File: src/rtl/pipe_pkg.sv
// Shared pipeline package: datapath defaults, ALU encodings, condition codes,
// and the packed control word carried from decode through execute and memory.
package pipe_pkg;

    localparam int DW_DEF = 32;
    localparam int RW_DEF = 4;

    // ALU operation encodings
    localparam logic [1:0] ALU_ADD = 2'b00;
    localparam logic [1:0] ALU_SUB = 2'b01;
    localparam logic [1:0] ALU_AND = 2'b10;
    localparam logic [1:0] ALU_ORR = 2'b11;

    // Condition field value meaning "always"
    localparam logic [3:0] COND_AL = 4'b1110;

    // Control word passed between pipeline stages
    typedef struct packed {
        logic       valid;
        logic       pcs;
        logic       reg_write;
        logic       mem_to_reg;
        logic       mem_write;
        logic       branch;
        logic       alu_src;
        logic [1:0] alu_control;
        logic [1:0] flag_write;
        logic [3:0] cond;
    } ctrl_t;

    localparam int CTRL_W = $bits(ctrl_t);

    // Inert bubble: nothing valid, no side effects, condition "always"
    localparam ctrl_t CTRL_BUBBLE = '{
        valid:       1'b0,
        pcs:         1'b0,
        reg_write:   1'b0,
        mem_to_reg:  1'b0,
        mem_write:   1'b0,
        branch:      1'b0,
        alu_src:     1'b0,
        alu_control: 2'b00,
        flag_write:  2'b00,
        cond:        COND_AL
    };

    // Strip every architecturally visible side effect from an invalid slot,
    // so a squashed instruction can never write registers, memory or flags.
    function automatic ctrl_t gate_side_effects(input ctrl_t c);
        ctrl_t g;
        g = c;
        if (c.valid == 1'b0) begin
            g.pcs        = 1'b0;
            g.reg_write  = 1'b0;
            g.mem_write  = 1'b0;
            g.branch     = 1'b0;
            g.flag_write = 2'b00;
        end else begin
            g = c;
        end
        return g;
    endfunction

    // Counter increment that sticks at all-ones instead of wrapping
    function automatic logic [31:0] sat_inc(input logic [31:0] v);
        logic [31:0] r;
        if (v == 32'hFFFF_FFFF) begin
            r = v;
        end else begin
            r = v + 32'd1;
        end
        return r;
    endfunction

endpackage

File: src/rtl/flopenrc.sv
// Flop with enable, synchronous reset to zero, and synchronous clear to a
// parameterised value. Clear takes priority over enable.
module flopenrc #(
    parameter int               WIDTH   = 8,
    parameter logic [WIDTH-1:0] CLR_VAL = '0
) (
    input  logic             clk,
    input  logic             reset,
    input  logic             en,
    input  logic             clear,
    input  logic [WIDTH-1:0] d,
    output logic [WIDTH-1:0] q
);

    // State update: reset > clear > enable load > hold
    always_ff @(posedge clk) begin
        if (reset) begin
            q <= '0;
        end else if (clear) begin
            q <= CLR_VAL;
        end else if (en) begin
            q <= d;
        end else begin
            q <= q;
        end
    end

endmodule

File: src/rtl/id_ex_pipe.sv
// Decode-to-execute pipeline register. Holds the control word (with side
// effects already gated by the valid bit) and the operand/tag word.
// Stall holds, flush inserts an inert bubble (condition AL, nothing valid).
// Optional feature macro: ID_EX_PERF_EN adds saturating stall/flush counters.
module id_ex_pipe
    import pipe_pkg::*;
#(
    parameter int DW = DW_DEF,
    parameter int RW = RW_DEF
) (
    input  logic          clk,
    input  logic          reset,
    input  logic          StallE,
    input  logic          FlushE,
    input  logic          ValidD,
    input  logic          PCSD,
    input  logic          RegWriteD,
    input  logic          MemtoRegD,
    input  logic          MemWriteD,
    input  logic          BranchD,
    input  logic          ALUSrcD,
    input  logic [1:0]    ALUControlD,
    input  logic [1:0]    FlagWriteD,
    input  logic [3:0]    CondD,
    input  logic [DW-1:0] RD1D,
    input  logic [DW-1:0] RD2D,
    input  logic [DW-1:0] ExtImmD,
    input  logic [RW-1:0] RA1D,
    input  logic [RW-1:0] RA2D,
    input  logic [RW-1:0] WA3D,
    output logic          ValidE,
    output logic          PCSE,
    output logic          RegWriteE,
    output logic          MemtoRegE,
    output logic          MemWriteE,
    output logic          BranchE,
    output logic          ALUSrcE,
    output logic [1:0]    ALUControlE,
    output logic [1:0]    FlagWriteE,
    output logic [3:0]    CondE,
    output logic [DW-1:0] RD1E,
    output logic [DW-1:0] RD2E,
    output logic [DW-1:0] ExtImmE,
    output logic [RW-1:0] RA1E,
    output logic [RW-1:0] RA2E,
    output logic [RW-1:0] WA3E
`ifdef ID_EX_PERF_EN
    ,
    output logic [31:0]   StallCountE,
    output logic [31:0]   FlushCountE
`endif
);

    localparam int DATA_W = 3 * DW + 3 * RW;

    ctrl_t             ctrl_raw_s;
    ctrl_t             ctrl_d_s;
    ctrl_t             ctrl_q_s;
    logic [DATA_W-1:0] data_d_s;
    logic [DATA_W-1:0] data_q_s;
    logic              load_en_s;

    // Pack decode control bits and gate side effects before they are stored
    always_comb begin
        ctrl_raw_s             = CTRL_BUBBLE;
        ctrl_raw_s.valid       = ValidD;
        ctrl_raw_s.pcs         = PCSD;
        ctrl_raw_s.reg_write   = RegWriteD;
        ctrl_raw_s.mem_to_reg  = MemtoRegD;
        ctrl_raw_s.mem_write   = MemWriteD;
        ctrl_raw_s.branch      = BranchD;
        ctrl_raw_s.alu_src     = ALUSrcD;
        ctrl_raw_s.alu_control = ALUControlD;
        ctrl_raw_s.flag_write  = FlagWriteD;
        ctrl_raw_s.cond        = CondD;
        ctrl_d_s               = gate_side_effects(ctrl_raw_s);
    end

    // Operands and tags load unconditionally of the valid bit; forwarding
    // comparisons on a dead slot are harmless.
    assign data_d_s  = {RD1D, RD2D, ExtImmD, RA1D, RA2D, WA3D};
    assign load_en_s = ~StallE;

    flopenrc #(
        .WIDTH   (CTRL_W),
        .CLR_VAL (CTRL_BUBBLE)
    ) u_ctrl_reg (
        .clk   (clk),
        .reset (reset),
        .en    (load_en_s),
        .clear (FlushE),
        .d     (ctrl_d_s),
        .q     (ctrl_q_s)
    );

    flopenrc #(
        .WIDTH   (DATA_W),
        .CLR_VAL ({DATA_W{1'b0}})
    ) u_data_reg (
        .clk   (clk),
        .reset (reset),
        .en    (load_en_s),
        .clear (FlushE),
        .d     (data_d_s),
        .q     (data_q_s)
    );

    assign ValidE      = ctrl_q_s.valid;
    assign PCSE        = ctrl_q_s.pcs;
    assign RegWriteE   = ctrl_q_s.reg_write;
    assign MemtoRegE   = ctrl_q_s.mem_to_reg;
    assign MemWriteE   = ctrl_q_s.mem_write;
    assign BranchE     = ctrl_q_s.branch;
    assign ALUSrcE     = ctrl_q_s.alu_src;
    assign ALUControlE = ctrl_q_s.alu_control;
    assign FlagWriteE  = ctrl_q_s.flag_write;
    assign CondE       = ctrl_q_s.cond;

    assign {RD1E, RD2E, ExtImmE, RA1E, RA2E, WA3E} = data_q_s;

`ifdef ID_EX_PERF_EN
    logic [31:0] stall_cnt_r;
    logic [31:0] flush_cnt_r;

    // Count cycles a valid instruction is held by a stall (flush wins)
    always_ff @(posedge clk) begin
        if (reset) begin
            stall_cnt_r <= 32'd0;
        end else if (StallE && !FlushE && ctrl_q_s.valid) begin
            stall_cnt_r <= sat_inc(stall_cnt_r);
        end else begin
            stall_cnt_r <= stall_cnt_r;
        end
    end

    // Count valid instructions squashed by a flush
    always_ff @(posedge clk) begin
        if (reset) begin
            flush_cnt_r <= 32'd0;
        end else if (FlushE && ctrl_q_s.valid) begin
            flush_cnt_r <= sat_inc(flush_cnt_r);
        end else begin
            flush_cnt_r <= flush_cnt_r;
        end
    end

    assign StallCountE = stall_cnt_r;
    assign FlushCountE = flush_cnt_r;
`endif

endmodule

File: config.mk
export PLATFORM = sky130hd
export DESIGN_NAME = id_ex_pipe
export DESIGN_NICKNAME = d
export VERILOG_FILES = /design/src/rtl/pipe_pkg.sv /design/src/rtl/flopenrc.sv /design/src/rtl/id_ex_pipe.sv
export SDC_FILE = /design/constraint.sdc
export NUM_CORES = 1
export LEC_CHECK = 0
export BUFFER_PORTS_ARGS = -buffer_cell sky130_fd_sc_hd__clkbuf_2
export CORE_AREA = 2 2 136 138
export DETAILED_ROUTE_END_ITERATION = 16
export DIE_AREA = 0 0 138 140
export SLEW_MARGIN = 10
export SYNTH_ARGS = -nofsm -noshare
export SYNTH_HDL_FRONTEND = slang
export SYNTH_SLANG_ARGS = --single-unit
File: constraint.sdc
create_clock -name clk -period 1.4 [get_ports clk]
set_input_delay 0.07 -clock clk [delete_from_list [all_inputs] [get_ports clk]]
set_output_delay 0.07 -clock clk [all_outputs]
set_load 0.01 [all_outputs]
Yosys cells after proc, flatten, opt, wreduce, memory -nomap -nowiden
Cells that the tools add are included.
{"block": "totals", "ff_bits": 123, "output_inout_bits": 123, "elab_cells": 10}
{"block": "op_classes", "n_mux": 5, "n_reduce_logical": 1, "eq_ne": 1}
{"cell": "two-way mux 4 bit", "n": 2}
{"cell": "two-way mux 2 bit", "n": 3}
{"cell": "inequality test 2 x 1 -> 1 bit (second input constant)", "n": 1}
{"cell": "OR reduction 2 bit", "n": 1}

Longest topological paths before layout
Gate-level depths: netlist of the first run.
{"block": "logic_depth", "word_depth": 2, "depth_mapped": 4}

Modules after synthesis
Synthesis of the first run repeated with hierarchy kept, for this count alone.
{"block": "hier_totals", "hier_cells": 406, "area_unflattened_um2": 4418.0}
{"mod": "flopenrc at u_data_reg", "area_each_um2": 3811.2, "cells_each": 349, "n_inst": 1}
{"mod": "flopenrc at u_ctrl_reg", "area_each_um2": 565.5, "cells_each": 50, "n_inst": 1}
{"mod": "id_ex_pipe", "area_each_um2": 41.3, "cells_each": 7, "n_inst": 1}

Least setup slack after synthesis of the first run
OpenSTA, ideal clock, no wires.
{"block": "synth_timing", "path_type": "input to register", "from": "input StallE", "to": "register u_data_reg.q[4]", "setup_ns": 0.128, "n_path_buf": 2, "required_ns": 1.272, "slack_ns": 0.645, "arrival_time_ns": 0.628, "cell_stages": 4, "path_cell_list": "buf_4 buf_4 mux2i_1 nor2_1"}
{"element": "from (decl)", "line_no": "id_ex_pipe.sv:13", "text": "input logic StallE,"}
{"element": "to (signal assigned)", "line_no": "flopenrc.sv:24", "text": "q <= q;"}
{"element": "to (decl)", "line_no": "flopenrc.sv:12", "text": "output logic [WIDTH-1:0] q"}

Worst setup path in the final report of the first run
{"block": "layout_timing", "from": "input ValidD", "to": "register u_ctrl_reg.q[4]"}
{"block": "layout_between", "elab_chain_cells": 1}
{"element": "from (decl)", "line_no": "id_ex_pipe.sv:15", "text": "input logic ValidD,"}
{"element": "two-way mux 2 bit", "line_no": "pipe_pkg.sv:52", "text": "if (c.valid == 1'b0) begin"}
{"element": "to (signal assigned)", "line_no": "flopenrc.sv:24"}
{"element": "to (decl)", "line_no": "flopenrc.sv:12"}
Every way passes these cells.
A chain may end at the register's enable or synchronous reset.

==> out/qor.yml, run 1 <==
status: "complete, no violations"
drive_gt1_share_pct: 36.47
slowest_delay_ns: 0.57
setup_tns_ns: 0
netlist_instances: 404
yosys-top-cells-count: "123 x dfxtp_1, 117 x mux2i_1, 114 x nor2_1"
worst_slew_pin_slew_ns: 0.3134
ir_worst_vdd_mv: 0.7609
p_per_area_nw_per_um2: 1243
cts_tree: "built"
cts_buffers: 17
hold_path_class: "input port to flop"
drt-initial-drc-count: 81
p_sw_share_pct: 21.78
cts-root-buf: "clkbuf_16"
syn_area_sq_um: 4393
finalSetupViolations: 0
clk_latency_ns: 0.40
cp_data_required_time_ns: 1.74
synth_edf_count: 0
clock_skew_ns: 0
sequentialPowerShare_pct: 37.8
grt_start_max_net_pins: 63
clk_pin_slew_ns: 0.06
yosysSeqAreaShare_pct: 56.05
cts_max_path_buffers: 2
initial_core_util_pct: 24.71
routed_wl_um: 13150
grt_overflow: 0
die_y_um: 140
core_area_sq_um: 17780
routedWlPerCell_um: 12.80
dpl.hpwl_um: 8015
portBuffers: 249
die_w_um: 138
synth_top_flop_cell: "dfxtp_1"
maxCapViolations: 0
cp-end-kind: "flop"
num_vias: 4169
area_growth_syn_to_layout_pct: 78.35
postPlaceCellArea_sq_um: 5863
power.total_mw: 9.739
drcViolationCount: 0
worstPathCellList: "dlygate4sd3_1 -> clkbuf_2 -> nand3b_1 -> dlygate4sd3_1 -> a21oi_1"
grt_pass1_wl_um: 21090
fmax_mhz: 803.4
fin_crit_ns: 1.245
grt.total_usage_pct: 13.59
cp_slowest_cell: "dlygate4sd3_1"
fin_nets: 912
antenna_found_initial: 0
synth_largest_area_cell: "dfxtp_1"
p_sw_mw: 2.122
ctsResizeCount: 0
cp.arrival_ns: 1.59
ff2ff_setup_slack_ns: 0.18
crit_path_frequent_cell: "dlygate4sd3_1"
fin_util_pct: 44.07
async_reset_ff_share_pct: 0
die-area_sq_um: 19320
ys_warn_count: 0
synth_fp_nets: 531
max_slew_margin_pct: 79.10
antennaDiodeCount: 0
internal_power_mw: 7.617
grt_pass1_vias: 4319
cts_hold_buffers: 130
finalInstanceArea_sq_um: 7835
startpoint_type: "input port"
drt_pass1_iterations: 6
synth-seq-cells: 123
syn_avg_cell_area_sq_um: 10.87
pwr-share-clk_pct: 50.8
hold_viol_final: 0
slew_viol_final: 0
p_leak_nw: 3.882
viasPerCell: 4.059
synth_cell_types: 12
clkSinkCount: 123
rows: 49
min_period_over_period_pct: 88.91
yosysMostFrequentCell: "dfxtp_1"
gp_congestion: 0.7293
synth_top_area_share_pct: 56.05
htreeDepth: 4
cts_setup_buffers: 0
comb_power_share_pct: 11.4
ys_top_cells_by_area: "dfxtp_1 56%, mux2i_1 27%, nor2_1 9.7%, buf_4 3.4%, a21oi_1 1.0%"
critPathKind: "input port to flop"
crit_fanout: 7
final_antenna_net_count: 0
rsz0062_at_grt: "false"
io_pins: 250
[final cells by class]
class | instances | area, sq um
sequential | 123 | 2462
inverter | 1 | 3.754
fill | 1667 | 9945
timing repair buffer | 389 | 2691
multi-input combinational | 253 | 1720
tap | 229 | 286.5
clock buffer | 22 | 484.2
clock inverter | 10 | 186.4
[flip-flops by register name (all words and copies together) (netlist names)]
name          count
u_data_reg.q    108
u_ctrl_reg.q     15
[worst max-delay path: cells and delay by family]
kind	cells	cell delay [ns]
compound gates	1	0.14
simple gates	1	0.10
buf+inv	3	1.28
[placed cells by master (no fill, tap or decap)]
cell type,n
clkbuf_2,248
dlygate4sd3_1,130
dfxtp_1,123
mux2i_1,117
nor2_1,114
clkbuf_16,17
a21oi_1,9
nand2_1,6
nand3b_1,6
bufinv_16,5
buf_4,5
buf_12,5
clkbuf_8,4
clkinvlp_4,3
or2_4,1
inv_1,1
clkbuf_1,1
clkinv_2,1
clkinv_4,1
buf_6,1
[cells by family after synthesis]
kind of cell	count (synthesis)	share of synthesized area, %
muxes	117	26.66
AOI/OAI and AO/OA	9	1.025
and+or+nand+nor	127	11.42
DFF	123	56.05
buffers and inverters	28	4.842
[power groups by stage]
stage	Sequential [mW]	Combinational, mW	Clock [mW]
CTS	3.68	1.10	5.09
global route	3.69	1.20	5.27
finish	3.68	1.11	4.95
detailed placement	3.75	0.814	0
global placement	3.75	0.807	0
floorplan	3.81	0.399	0
[layer usage]
metal / track usage (%) / part of all wire [%] / up-vias
li1: - / - / 2103
met1: 14.66 / 40 / 1882
met2: 23.87 / 50 / 169
met3: 5.744 / 8.6 / 15
met4: 4.887 / 1.3 / 0
met5: 0 / 0 / -
[stage by stage]
step / setup slack (ns) / cells / hold slack, ns
2_1_floorplan: 0.6447 / 404 / 0.1391
3_3_place_gp: 0.3621 / 865 / 0.2925
3_5_place_dp: 0.3212 / 865 / 0.2935
4_1_cts: 0.2138 / 1027 / 0.02621
5_1_grt: 0.1011 / 1027 / 0.04656
6_report: 0.1552 / 1027 / 0.04043
[path summary, 6_finish.rpt]
check | cells after the start | to | startpoint
setup reg to reg | 3 | u_ctrl_reg.q[1] | u_ctrl_reg.q[1]
hold / removal | 3 | u_ctrl_reg.q[10] | StallE
hold reg to reg | 2 | u_ctrl_reg.q[12] | u_ctrl_reg.q[12]
setup / recovery | 5 | u_ctrl_reg.q[4] | ValidD
Note: power is estimated with default switching activity, not from simulation.
==> run 2, diff against run 1 <==
- REMOVE_ABC_BUFFERS: default -> 1
==> run 2 against run 1 <==
Net effect:
- global-route usage hardly changed
- first-iteration DRC count is 30% higher
- via count is 0.62% higher
- routed wire length hardly changed
- worst hold slack worse by 0.017 ns
- flip-flop and latch count stayed put
- critical endpoint is now u_data_reg.q[44]
- combinational power hardly changed
- setup slack worse by 0.021 ns
- sequential share of layout area is 0.46 points higher
- critical path type unchanged
- clock skew stayed put
==> out/qor.yml, run 2 (same netlist as run 1, synthesis figures left out) <==
status: "complete, no violations"
initial_core_util_pct: 24.71  # unchanged
finalSetupViolations: 0  # unchanged
fmax_mhz: 790.3  # -1.6%
num_vias: 4195  # +0.62%
startpoint_type: "input port"
grt_pass1_wl_um: 21320  # +1.1%
viasPerCell: 4.101  # +1.0%
antenna_found_initial: 0  # unchanged
rsz0062_at_grt: "false"
die-area_sq_um: 19320  # unchanged
htreeDepth: 4  # unchanged
antennaDiodeCount: 0  # unchanged
cts-root-buf: "clkbuf_16"
sequentialPowerShare_pct: 39.8  # +2.0 points
cts_tree: "built"
routedWlPerCell_um: 12.86  # +0.44%
hold_viol_final: 0  # unchanged
core_area_sq_um: 17780  # unchanged
fin_nets: 909  # -0.33%
cts_hold_buffers: 126  # -3.1%
clk_pin_slew_ns: 0.05  # about the same
clk_latency_ns: 0.40  # about the same
max_slew_margin_pct: 61.85  # -17 points
fin_crit_ns: 1.265  # +0.02061 ns
area_growth_syn_to_layout_pct: 75.79
die_w_um: 138  # unchanged
drcViolationCount: 0  # unchanged
cp_top_family: "buffers and inverters"
grt_start_max_net_pins: 69  # +9.5%
final_common_cell: "clkbuf_2"
grt.total_usage_pct: 13.63  # +0.049 points
drt-initial-drc-count: 105  # +30%
hold_path_class: "input port to flop"
fin_ws_ns: 0.1346  # -0.02061 ns
worst_slew_pin_slew_ns: 0.5722  # +0.2587 ns
internal_power_mw: 7.225  # -5.2%
placed_cells: 866  # +0.12%
ctsResizeCount: 0  # unchanged
cts_buffers: 17  # unchanged
p_per_area_nw_per_um2: 1199  # -3.5%
crit_buf_inv: 3  # unchanged
die_y_um: 140  # unchanged
slew_viol_final: 0  # unchanged
p_leak_nw: 3.853  # -0.75%
fillers: 1675  # +0.48%
rows: 49  # unchanged
instances_no_fill: 1023  # -0.39%
min_period_over_period_pct: 90.38  # +1.5 points
comb_power_share_pct: 11.8  # +0.4 points
gp_congestion: 0.7037  # -3.5%
clkSinkCount: 123  # unchanged
pwr-share-clk_pct: 48.4  # -2.4 points
cts_setup_buffers: 0  # unchanged
crit_fanout: 52  # +45
cp_data_required_time_ns: 1.66  # -0.08 ns
cp-end-kind: "flop"
drive_gt1_share_pct: 36.52  # +0.058 points
dpl.hpwl_um: 7915  # -1.3%
fin_util_pct: 43.43  # -0.63 points
maxCapViolations: 0  # unchanged
clock_skew_ns: 0  # unchanged
grt_pass1_vias: 4318  # -0.023%
drt_pass1_iterations: 4  # -2
largest_register: "u_data_reg.q"
cp_slowest_cell: "dlygate4sd3_1"
ir_worst_vdd_mv: 0.7503  # -1.4%
slowest_delay_ns: 0.55  # -0.02 ns
largest_reg_flops: 108  # unchanged
critPathKind: "input port to flop"
grt_overflow: 0  # unchanged
place_ws_ns: 0.3290  # +0.007812 ns
layout_common_cells: "248 x clkbuf_2, 126 x dlygate4sd3_1, 123 x dfxtp_1"
cts_max_path_buffers: 2  # unchanged
worstPathCellList: "dlygate4sd3_1 -> clkbuf_2 -> or2_4 -> buf_4 -> nor2_1"
final_antenna_net_count: 0  # unchanged
portBuffers: 249  # unchanged
routed_wl_um: 13160  # about the same
p_sw_mw: 2.036  # -4.1%
io_pins: 250  # unchanged
p_sw_share_pct: 21.98  # +0.20 points
reg.largest.list: "u_data_reg.q: 108 flops, u_ctrl_reg.q: 15 flops"
cp.arrival_ns: 1.52  # -0.07 ns
run 2: cell types whose count changed in the layout (fill, tap and decap cells not counted):
cell | before | now
buf_12 | 5 | 4
buf_4 | 5 | 7
bufinv_16 | 5 | 3
clkbuf_1 | 1 | 2
clkinv_2 | 1 | 5
clkinv_4 | 1 | 0
clkinvlp_4 | 3 | 0
dlygate4sd3_1 | 130 | 126
run 2: cell type report:
cell class | count | area, sq um | share of cell area [%]
clock buffers | 23 | 488.0 | 6.319
clock inverters | 8 | 115.1 | 1.491
inverters | 1 | 3.754 | 0.04861
multi-input cells | 253 | 1720 | 22.28
flip-flops and latches | 123 | 2462 | 31.89
well taps | 229 | 286.5 | 3.710
repair buffers | 386 | 2646 | 34.27
run 2: worst paths after layout:
| kind | from | end | slack (ns) | cells after the start |
|---|---|---|---|---|
| worst max-delay path | reset | u_data_reg.q[44] | 0.13 | 5 |
| worst min-delay path | CondD[1] | u_ctrl_reg.q[1] | 0.02 | 3 |
| worst max register to register | u_ctrl_reg.q[2] | u_ctrl_reg.q[2] | 0.20 | 3 |
| worst min register to register | u_ctrl_reg.q[5] | u_ctrl_reg.q[5] | 0.46 | 2 |
run 2: power groups by stage:
stage          Sequential [mW]  Clock, mW  Combinational (mW)
3_3_place_gp              3.75          0               0.806
5_1_grt                   3.69       4.81                1.19
2_1_floorplan             3.81          0               0.284
3_5_place_dp              3.75          0               0.810
4_1_cts                   3.68       4.62                1.09
6_report                  3.68       4.48                1.10
run 2: routing by layer:
| layer | part of all wire [%] | wire [um] | GRT usage (%) | vias to the layer above |
|---|---|---|---|---|
| met5 | 0 | 0 | 0 | - |
| met4 | 1.8 | 232 | 4.995 | 0 |
| met3 | 6.3 | 830 | 4.581 | 19 |
| met2 | 51 | 6654 | 24.60 | 164 |
| met1 | 41 | 5437 | 14.89 | 1915 |
| li1 | - | - | - | 2097 |
run 2: worst register-to-register path, delay by kind of cell, from the launching register on:
kind,cells,cell delay (ns)
buffers and inverters,1,0.56
multiplexers,1,0.13
AO/OA/AOI/OAI,1,0.09
flip-flops,1,0.31
run 2: metrics by stage:
step	TNS [ns]	power, mW	hold WS, ns	area [sq um]
global placement	0	4.557	0.2831	5858
global route	0	9.695	0.03690	7722
detailed placement	0	4.562	0.2833	5858
CTS	0	9.394	0.0006327	7722
finish	0	9.260	0.02337	7722
floorplan	-107.93	4.091	0.1391	4184
